`src/rtl/maj_tt_pkg.sv`:
```
// Shared definitions for the majority truth-table sweepers.
//   state_t    : sweeper FSM states
//   N_MINTERM  : number of minterms of the 7-input network
//   maj3       : 3-input majority, ab | ac | bc
package maj_tt_pkg;

  localparam int unsigned N_MINTERM = 128;

  typedef enum logic [1:0] {
    IDLE,
    FILL,
    EMIT,
    FINISH
  } state_t;

  function automatic logic maj3(input logic a, input logic b, input logic c);
    return (a & b) | (a & c) | (b & c);
  endfunction

endpackage

```
`src/rtl/maj_net7.sv`:
```
// Purely combinational 7-input majority-of-three network.
//   x : minterm inputs, x[i] = bit i of the minterm index
//   f : network output
import maj_tt_pkg::*;

module maj_net7 (
  input  logic [6:0] x,
  output logic       f
);

  logic w0;
  logic w1;
  logic w2;
  logic w3;

  always_comb begin
    w0 = maj3(x[0], x[2], x[4]);
    w1 = maj3(x[2], x[6], w0);
    w2 = maj3(x[0], x[1], x[5]);
    w3 = maj3(x[3], w1, w2);
    f  = maj3(x[1], w0, w3);
  end

endmodule

```
`src/rtl/maj_tt_sweeper.sv`:
```
// Drives maj_net7 through all 128 minterms, packs the results into OUT_W-bit
// truth-table chunks and streams them out over valid/ready, then reports the
// onset count.
//   clk        : clock, rising edge
//   rst        : asynchronous active-high reset
//   start      : begins a sweep when sampled in IDLE
//   busy       : sweep in progress (FILL/EMIT)
//   tt_data    : current chunk, bit j = f(chunk_base + j)
//   tt_valid   : chunk available
//   tt_ready   : consumer accepts chunk when tt_valid && tt_ready
//   done       : one-cycle pulse after the last chunk is accepted
//   ones_count : popcount of the full table, stable from done until next start
//   self_dual  : (MAJ_TT_SELFDUAL_EN only) table satisfies f(~x) == ~f(x)
// Optional feature macro: MAJ_TT_SELFDUAL_EN
import maj_tt_pkg::*;

module maj_tt_sweeper #(
  parameter int unsigned OUT_W = 16
) (
  input  logic             clk,
  input  logic             rst,
  input  logic             start,
  output logic             busy,
  output logic [OUT_W-1:0] tt_data,
  output logic             tt_valid,
  input  logic             tt_ready,
  output logic             done,
  output logic [7:0]       ones_count
`ifdef MAJ_TT_SELFDUAL_EN
  ,
  output logic             self_dual
`endif
);

  localparam int unsigned N_CHUNK = N_MINTERM / OUT_W;
  localparam int unsigned IW      = $clog2(OUT_W);

  if ((N_CHUNK * OUT_W != N_MINTERM) || (OUT_W < 8)) begin : g_bad_out_w
    $error("maj_tt_sweeper: OUT_W must be one of 8, 16, 32, 64, 128");
  end

  state_t           state;
  state_t           state_next;
  logic [6:0]       m;
  logic             f;
  logic [OUT_W-1:0] chunk_reg;
  logic [OUT_W-1:0] chunk_next;
  logic [IW-1:0]    idx;
  logic             last_bit;

  maj_net7 u_net (
    .x (m),
    .f (f)
  );

  // Position of the current minterm inside its chunk.
  assign idx      = m[IW-1:0];
  assign last_bit = (idx == IW'(OUT_W - 1));

  // Chunk with the current result merged in, so the completed chunk can be
  // published on the same edge that writes its final bit.
  always_comb begin
    chunk_next      = chunk_reg;
    chunk_next[idx] = f;
  end

  // State register
  always_ff @(posedge clk or posedge rst) begin
    if (rst) begin
      state <= IDLE;
    end else begin
      state <= state_next;
    end
  end

  // Next-state logic. Completion is flagged by m having wrapped to 0.
  always_comb begin
    state_next = state;
    case (state)
      IDLE:    if (start) state_next = FILL;
      FILL:    if (last_bit) state_next = EMIT;
      EMIT:    if (tt_ready) state_next = (m == 7'd0) ? FINISH : FILL;
      FINISH:  state_next = IDLE;
      default: state_next = IDLE;
    endcase
  end

  // Output logic
  always_comb begin
    busy     = 1'b0;
    tt_valid = 1'b0;
    done     = 1'b0;
    case (state)
      FILL:    busy = 1'b1;
      EMIT: begin
        busy     = 1'b1;
        tt_valid = 1'b1;
      end
      FINISH:  done = 1'b1;
      default: ;
    endcase
  end

  // Datapath: minterm counter, chunk assembly, onset count.
  always_ff @(posedge clk or posedge rst) begin
    if (rst) begin
      m          <= '0;
      chunk_reg  <= '0;
      tt_data    <= '0;
      ones_count <= '0;
    end else begin
      case (state)
        IDLE: begin
          if (start) begin
            m          <= '0;
            ones_count <= '0;
          end
        end
        FILL: begin
          chunk_reg  <= chunk_next;
          ones_count <= ones_count + {7'd0, f};
          m          <= m + 7'd1;
          if (last_bit) begin
            tt_data <= chunk_next;
          end
        end
        default: ;
      endcase
    end
  end

`ifdef MAJ_TT_SELFDUAL_EN
  logic [N_MINTERM-1:0] tt_full;
  logic                 sd_calc;

  // Self-dual: every minterm differs from its complement minterm.
  always_comb begin
    sd_calc = 1'b1;
    for (int unsigned i = 0; i < N_MINTERM; i++) begin
      int unsigned j;
      j       = N_MINTERM - 1 - i;
      sd_calc = sd_calc & (tt_full[i[6:0]] != tt_full[j[6:0]]);
    end
  end

  always_ff @(posedge clk or posedge rst) begin
    if (rst) begin
      tt_full   <= '0;
      self_dual <= 1'b0;
    end else begin
      case (state)
        IDLE:    if (start) self_dual <= 1'b0;
        FILL:    tt_full[m] <= f;
        FINISH:  self_dual <= sd_calc;
        default: ;
      endcase
    end
  end
`endif

endmodule

```
`config.mk`:
```
export PLATFORM = sky130hd
export DESIGN_NAME = maj_tt_sweeper
export DESIGN_NICKNAME = d
export VERILOG_FILES = /design/src/rtl/maj_tt_pkg.sv /design/src/rtl/maj_net7.sv /design/src/rtl/maj_tt_sweeper.sv
export SDC_FILE = /design/constraint.sdc
export NUM_CORES = 1
export LEC_CHECK = 0
export BUFFER_PORTS_ARGS = -buffer_cell sky130_fd_sc_hd__buf_2
export CORE_MARGIN = 4
export CORE_UTILIZATION = 57
export CTS_CLUSTER_DIAMETER = 40
export DETAILED_ROUTE_END_ITERATION = 16
export GPL_ROUTABILITY_DRIVEN = 0
export HOLD_SLACK_MARGIN = 0.08
export PLACE_DENSITY = 0.79
export REMOVE_ABC_BUFFERS = 1
export SYNTH_ARGS = -nofsm -noshare
export SYNTH_HDL_FRONTEND = slang
export SYNTH_HIERARCHICAL = 1
export SYNTH_SLANG_ARGS = --single-unit
```
`constraint.sdc`:
```
create_clock -name clk -period 2.1 [get_ports clk]
set_input_delay 0.42 -clock clk [delete_from_list [all_inputs] [get_ports clk]]
set_output_delay 0.42 -clock clk [all_outputs]
set_load 0.02 [all_outputs]
```
==> flow_summary.ini, run 1 <==
[synth]
yosysWarnings = 6
synth_edf_count = 0
synth_top_area_cell = dfrtp_1
ys_seq_area_frac = 0.4969
synth-main-ff-cell = dfrtp_1
synth_cell_type_count = 43
yosysMostFrequentCell = dfrtp_1
synth_top_area_frac = 0.4969
yosys-top-cells-area = dfrtp_1 (50%), mux2_1 (7.0%), mux2_2 (6.1%)
yosys-top-cells-count = dfrtp_1 (48), nand2_1 (29), nand3_1 (17)
synth-seq-cells = 48
synth_area_um2 = 2417
syn_area_per_cell_um2 = 11.04
synth_cells = 219
async_reset_ff_frac = 1.000

[power]
cellPowerDensity_nw_per_um2 = 971.9
total_power_mw = 2.706
irDropWorstVdd_mv = 0.8277
p_leak_nw = 1.477

[routing]
drc = 0
wire_per_inst_um = 15.20
drt_pass1_iterations = 4
antenna_left = 0
vias = 1787
initialDrtViolationCount = 150
drt-total-wl_um = 4620
vias_per_cell = 5.878

[setup_path]
end_kind = register
ff2ff_setup_slack_ns = 0.14
worstPathMaxFanout = 3
crit_type = register to register
crit_chain = buf_4 > a211o_2 > o221ai_1 > o2bb2ai_1 > ha_2 > and3_1 > mux2_2 > a22o_1
cp.required_ns = 2.30
critPathLaunch = m[3]$_DFFE_PP0P_
critPathMaxStageDelay_ns = 0.41
r2r_end = ones_count[5]$_DFFE_PP0P_
worst_r2r_path_depth = 8
crit_slowest_cell = dfrtp_1
start_kind = register
worstSetupEndpoint = ones_count[5]$_DFFE_PP0P_
crit_arrival_ns = 2.15
reg2reg_from = m[3]$_DFFE_PP0P_

[place]
dp_hpwl_um = 3338
pre_cts_ws_ns = 0.1322
port_buffers = 30
dp_cells = 294
dpl-instance-area_um2 = 2641

[clock_tree]
htreeDepth = 2
cts_made_buffers = 5
clk_latency_ns = 0.30
cts.sink_count = 48
cts_tree = built
cts_root_buf = clkbuf_8
clk_pin_slew_worst_paths_ns = 0.09
postCtsHoldBufs = 0
clockBufferDepth = 2

[outcome]
status = finished, final reports clean

[global_route]
grt_usage = 0.1984
overflow = 0
grt_pass1_vias = 1780
grt_pass1_wl_um = 8245
antenna_found_initial = 0
grt_max_degree = 27

[floorplan]
start_util = 0.5957
core.rowCount = 23
fp.coreArea_um2 = 4058
die_y_um = 73.12
die_w_um = 73.12
dieArea_um2 = 5347
ios = 31

[sta]
finClkSkew_ns = 0.007005
drv_slew = 0
fmax_mhz = 511.0
setup_ws_ns = 0.1429
min_period_over_period = 0.9319
hold_viol = 0
rsz0062_at_grt = false
fin_crit_ns = 1.957
hold_ws_ns = 0.1533
tightestPinTransition_ns = 0.5540
setup_viol = 0
slew_headroom = 0.6302

[finish]
nFillCells = 313
final_area_um2 = 2784
drive_above_1_share = 0.2756
largest_reg_flops = 16
fin_nets = 268
syn_to_final_growth_pct = 15.17
n_antenna_cell = 0
fin_cells = 304

[min_path]
hold_class = primary input to async pin

[job]
drv_cap = 0
==> worst max-delay path: cells and delay by family (launching register included) <==
family / cells / cell delay [ns]
multiplexers: 1 / 0.25
buffers and inverters: 1 / 0.15
AO/OA/AOI/OAI: 4 / 0.70
flip-flops: 1 / 0.41
adder cells (fa/ha/maj): 1 / 0.21
AND/OR/NAND/NOR: 1 / 0.14
==> kinds of logic (layout without fill, tap and decap cells) <==
group | count (synthesis) | in the layout | share of synthesized area
AND/OR/NAND/NOR | 73 | 73 | 0.1465
flip-flops | 48 | 48 | 0.4969
AO/OA/AOI/OAI | 33 | 33 | 0.1009
multiplexers | 32 | 32 | 0.1491
buffers and inverters | 18 | 53 | 0.03519
adder cells (fa/ha/maj) | 11 | 11 | 0.05693
XOR/XNOR | 4 | 4 | 0.01449
==> metal layers <==
layer  part of all wire  vias up  wire length (µm)  global-route usage
met5                  0        -                 0                   0
met4              0.014        0                63             0.06967
met3              0.040        6               184             0.04270
met2               0.47       39              2193              0.3138
met1               0.47      891              2178              0.2695
li1                   -      851                 -                   -
==> area by class of cell <==
class | instances | area (µm²) | share of cell area
Clock buffer | 6 | 82.58 | 0.02966
Multi-Input combinational cell | 153 | 1134 | 0.4072
Timing Repair Buffer | 38 | 235.2 | 0.08449
Inverter | 7 | 26.28 | 0.009438
Tap cell | 50 | 62.56 | 0.02247
Clock inverter | 2 | 38.79 | 0.01393
Sequential cell | 48 | 1205 | 0.4328
==> what timing repair did <==
action | 4_1_cts | 5_1_grt
endpoints found under the hold margin | 0 | 0
setup buffers | 0 | 2
endpoints found under the setup margin | 0 | 7
resized for setup | 0 | 4
==> power breakdown <==
group	total (mW)	switching, mW	internal (mW)
clock network	0.697	0.307	0.389
logic	0.925	0.581	0.344
registers	1.08	0.0868	0.997
==> cell usage in the layout (no fill, tap or decap), types with 7 or more instances in the layout <==
| cell | instances |
|---|---|
| nor2_1 | 9 |
| ha_1 | 10 |
| buf_2 | 30 |
| mux2_1 | 15 |
| and3_1 | 7 |
| dfrtp_1 | 45 |
| mux2_2 | 13 |
| nand3_1 | 17 |
| nand2_1 | 29 |
==> stage by stage <==
step / utilization / setup TNS [ns]
after detailed placement: 0.6509 / 0
after floorplan: - / -3.919
final: 0.6861 / 0
after global routing: 0.6861 / 0
after CTS: 0.6809 / 0
after global placement: 0.6509 / 0
==> worst min path at each step <==
stage,startpoint,to,slack (ns),cells past startpoint
2_1_floorplan,chunk_reg[0]$_DFFE_PP0N_,tt_data[0]$_DFFE_PP0P_,0.45,1
3_3_place_gp,tt_data[15]$_DFFE_PP0P_,tt_data[15]$_DFFE_PP0P_,0.46,2
3_5_place_dp,chunk_reg[11]$_DFFE_PP0N_,tt_data[11]$_DFFE_PP0P_,0.47,1
4_1_cts,rst,tt_data[3]$_DFFE_PP0P_,0.17,2
5_1_grt,rst,tt_data[3]$_DFFE_PP0P_,0.20,2
6_report,rst,tt_data[3]$_DFFE_PP0P_,0.15,2
(Power assumes the default switching activity.)
==> run 2: changes to the inputs <==
- CORE_ASPECT_RATIO: not set -> 1.75
==> flow_summary.ini, run 2 (synthesis results as in run 1) <==
[clock_tree]
cts_root_buf = clkbuf_8
clk_pin_slew_worst_paths_ns = 0.09
cts_tree = built
postCtsHoldBufs = 0
htreeDepth = 2
cts.sink_count = 48
clockBufferDepth = 2
clk_latency_ns = 0.31
cts_made_buffers = 5

[sta]
fin_crit_ns = 1.920
hold_viol = 0
min_period_over_period = 0.9142
tightestPinTransition_ns = 0.4330
drv_slew = 0
rsz0062_at_grt = false
slew_headroom = 0.7109
fmax_mhz = 520.9
setup_ws_ns = 0.1802
finClkSkew_ns = 0.01151
setup_viol = 0

[outcome]
status = finished, final reports clean

[place]
pre_cts_ws_ns = 0.1443
dp_cells = 295
port_buffers = 30
dpl-instance-area_um2 = 2630
dp_hpwl_um = 3442

[finish]
n_antenna_cell = 0
largest_reg_flops = 16
drive_above_1_share = 0.2677
nFillCells = 356
final_common_cell = dfrtp_1
fin_nets = 268
fin_cells = 303
final_cell_mix = dfrtp_1 (45), buf_2 (30), nand2_1 (29)
syn_to_final_growth_pct = 13.41
final_area_um2 = 2741
final_core_util = 0.6668

[global_route]
grt_pass1_vias = 1751
overflow = 0
grt_usage = 0.1902
grt_pass1_wl_um = 7935
grt_max_degree = 21
antenna_found_initial = 0

[floorplan]
die_y_um = 94.15
dieArea_um2 = 5387
die_w_um = 57.23
core.rowCount = 31
ios = 31
start_util = 0.5879
fp.coreArea_um2 = 4111

[setup_path]
crit_type = register to register
ff2ff_setup_slack_ns = 0.18
end_kind = register
cp.required_ns = 2.30
critPathMaxStageDelay_ns = 0.48
crit_slowest_cell = dfrtp_2
worst_r2r_path_depth = 7
reg2reg_from = m[0]$_DFFE_PP0P_
worstPathMaxFanout = 11
crit_arrival_ns = 2.12
r2r_end = ones_count[5]$_DFFE_PP0P_
crit_chain = o22a_1 > o221ai_1 > o2bb2ai_1 > ha_1 > and3_1 > mux2_2 > a22o_1
start_kind = register

[routing]
drt-total-wl_um = 4681
vias_per_cell = 5.832
drt_pass1_iterations = 4
initialDrtViolationCount = 24
antenna_left = 0
vias = 1767
drc = 0
wire_per_inst_um = 15.45

[power]
p_leak_nw = 1.464
cellPowerDensity_nw_per_um2 = 959.6
irDropWorstVdd_mv = 0.8493

[job]
drv_cap = 0

[min_path]
hold_class = primary input to async pin
## run 2: cell count changes in the layout (fill, tap and decap cells not counted)
cell,delta
buf_12,-2
buf_4,+2
clkbuf_1,+1
clkbuf_8,-1
clkinv_2,+1
clkinv_4,-1
ha_1,+1
ha_2,-1
## run 2: worst max-delay path by stage
stage | start | end | slack [ns] | depth (start not counted)
after detailed placement | m[4]$_DFFE_PP0P_ | ones_count[4]$_DFFE_PP0P_ | 0.14 | 8
final | m[0]$_DFFE_PP0P_ | ones_count[5]$_DFFE_PP0P_ | 0.18 | 7
after global routing | m[2]$_DFFE_PP0P_ | ones_count[4]$_DFFE_PP0P_ | 0.02 | 8
after CTS | m[4]$_DFFE_PP0P_ | ones_count[4]$_DFFE_PP0P_ | 0.14 | 8
after global placement | m[4]$_DFFE_PP0P_ | ones_count[5]$_DFFE_PP0P_ | 0.23 | 7
after floorplan | m[2]$_DFFE_PP0P_ | ones_count[4]$_DFFE_PP0P_ | -0.31 | 8
## run 2: metrics by stage
step	hold WS (ns)	TNS [ns]	total power, mW
2_1_floorplan	0.4522	-3.919	1.716
5_1_grt	0.1412	0	2.779
6_report	0.1023	0	2.631
4_1_cts	0.1144	0	2.646
3_3_place_gp	0.4400	0	1.966
3_5_place_dp	0.4449	0	1.983
## run 2: routing by layer
metal | track usage | vias to the layer above | wire length [µm]
met1 | 0.2145 | 874 | 1898
li1 | - | 845 | -
met5 | 0 | - | 0
met2 | 0.3406 | 39 | 2507
met4 | 0.09284 | 0 | 110
met3 | 0.02889 | 9 | 165
## run 2: timing repair
action / in CTS / in global routing
endpoints found under the hold margin: 0 / 0
buffers inserted: 0 / 0
resized for setup: 0 / 3
endpoints found under the setup margin: 0 / 2
## run 2: report_power, final
| group | internal (mW) | total, mW | switching (mW) |
|---|---|---|---|
| registers | 0.997 | 1.09 | 0.0960 |
| clock network | 0.354 | 0.658 | 0.305 |
| logic | 0.315 | 0.879 | 0.564 |
| total | 1.67 | 2.63 | 0.965 |
## run 2: final cells by class
class                   instances  area, µm²  share of cell area
flip-flops and latches         48       1205              0.4395
multi-input cells             153       1131              0.4126
repair buffers                 38      210.2             0.07668
clock buffers                   6      72.57             0.02647
well taps                      49      61.31             0.02236
clock inverters                 2      35.03             0.01278
inverters                       7      26.28            0.009585
## run 2: critical path: cells and delay by family, from the launching register on
family	cells	cell delay, ns
AO/OA/AOI/OAI	4	0.71
AND/OR/NAND/NOR	1	0.15
flip-flops	1	0.48
adder cells (fa/ha/maj)	1	0.23
multiplexers	1	0.25
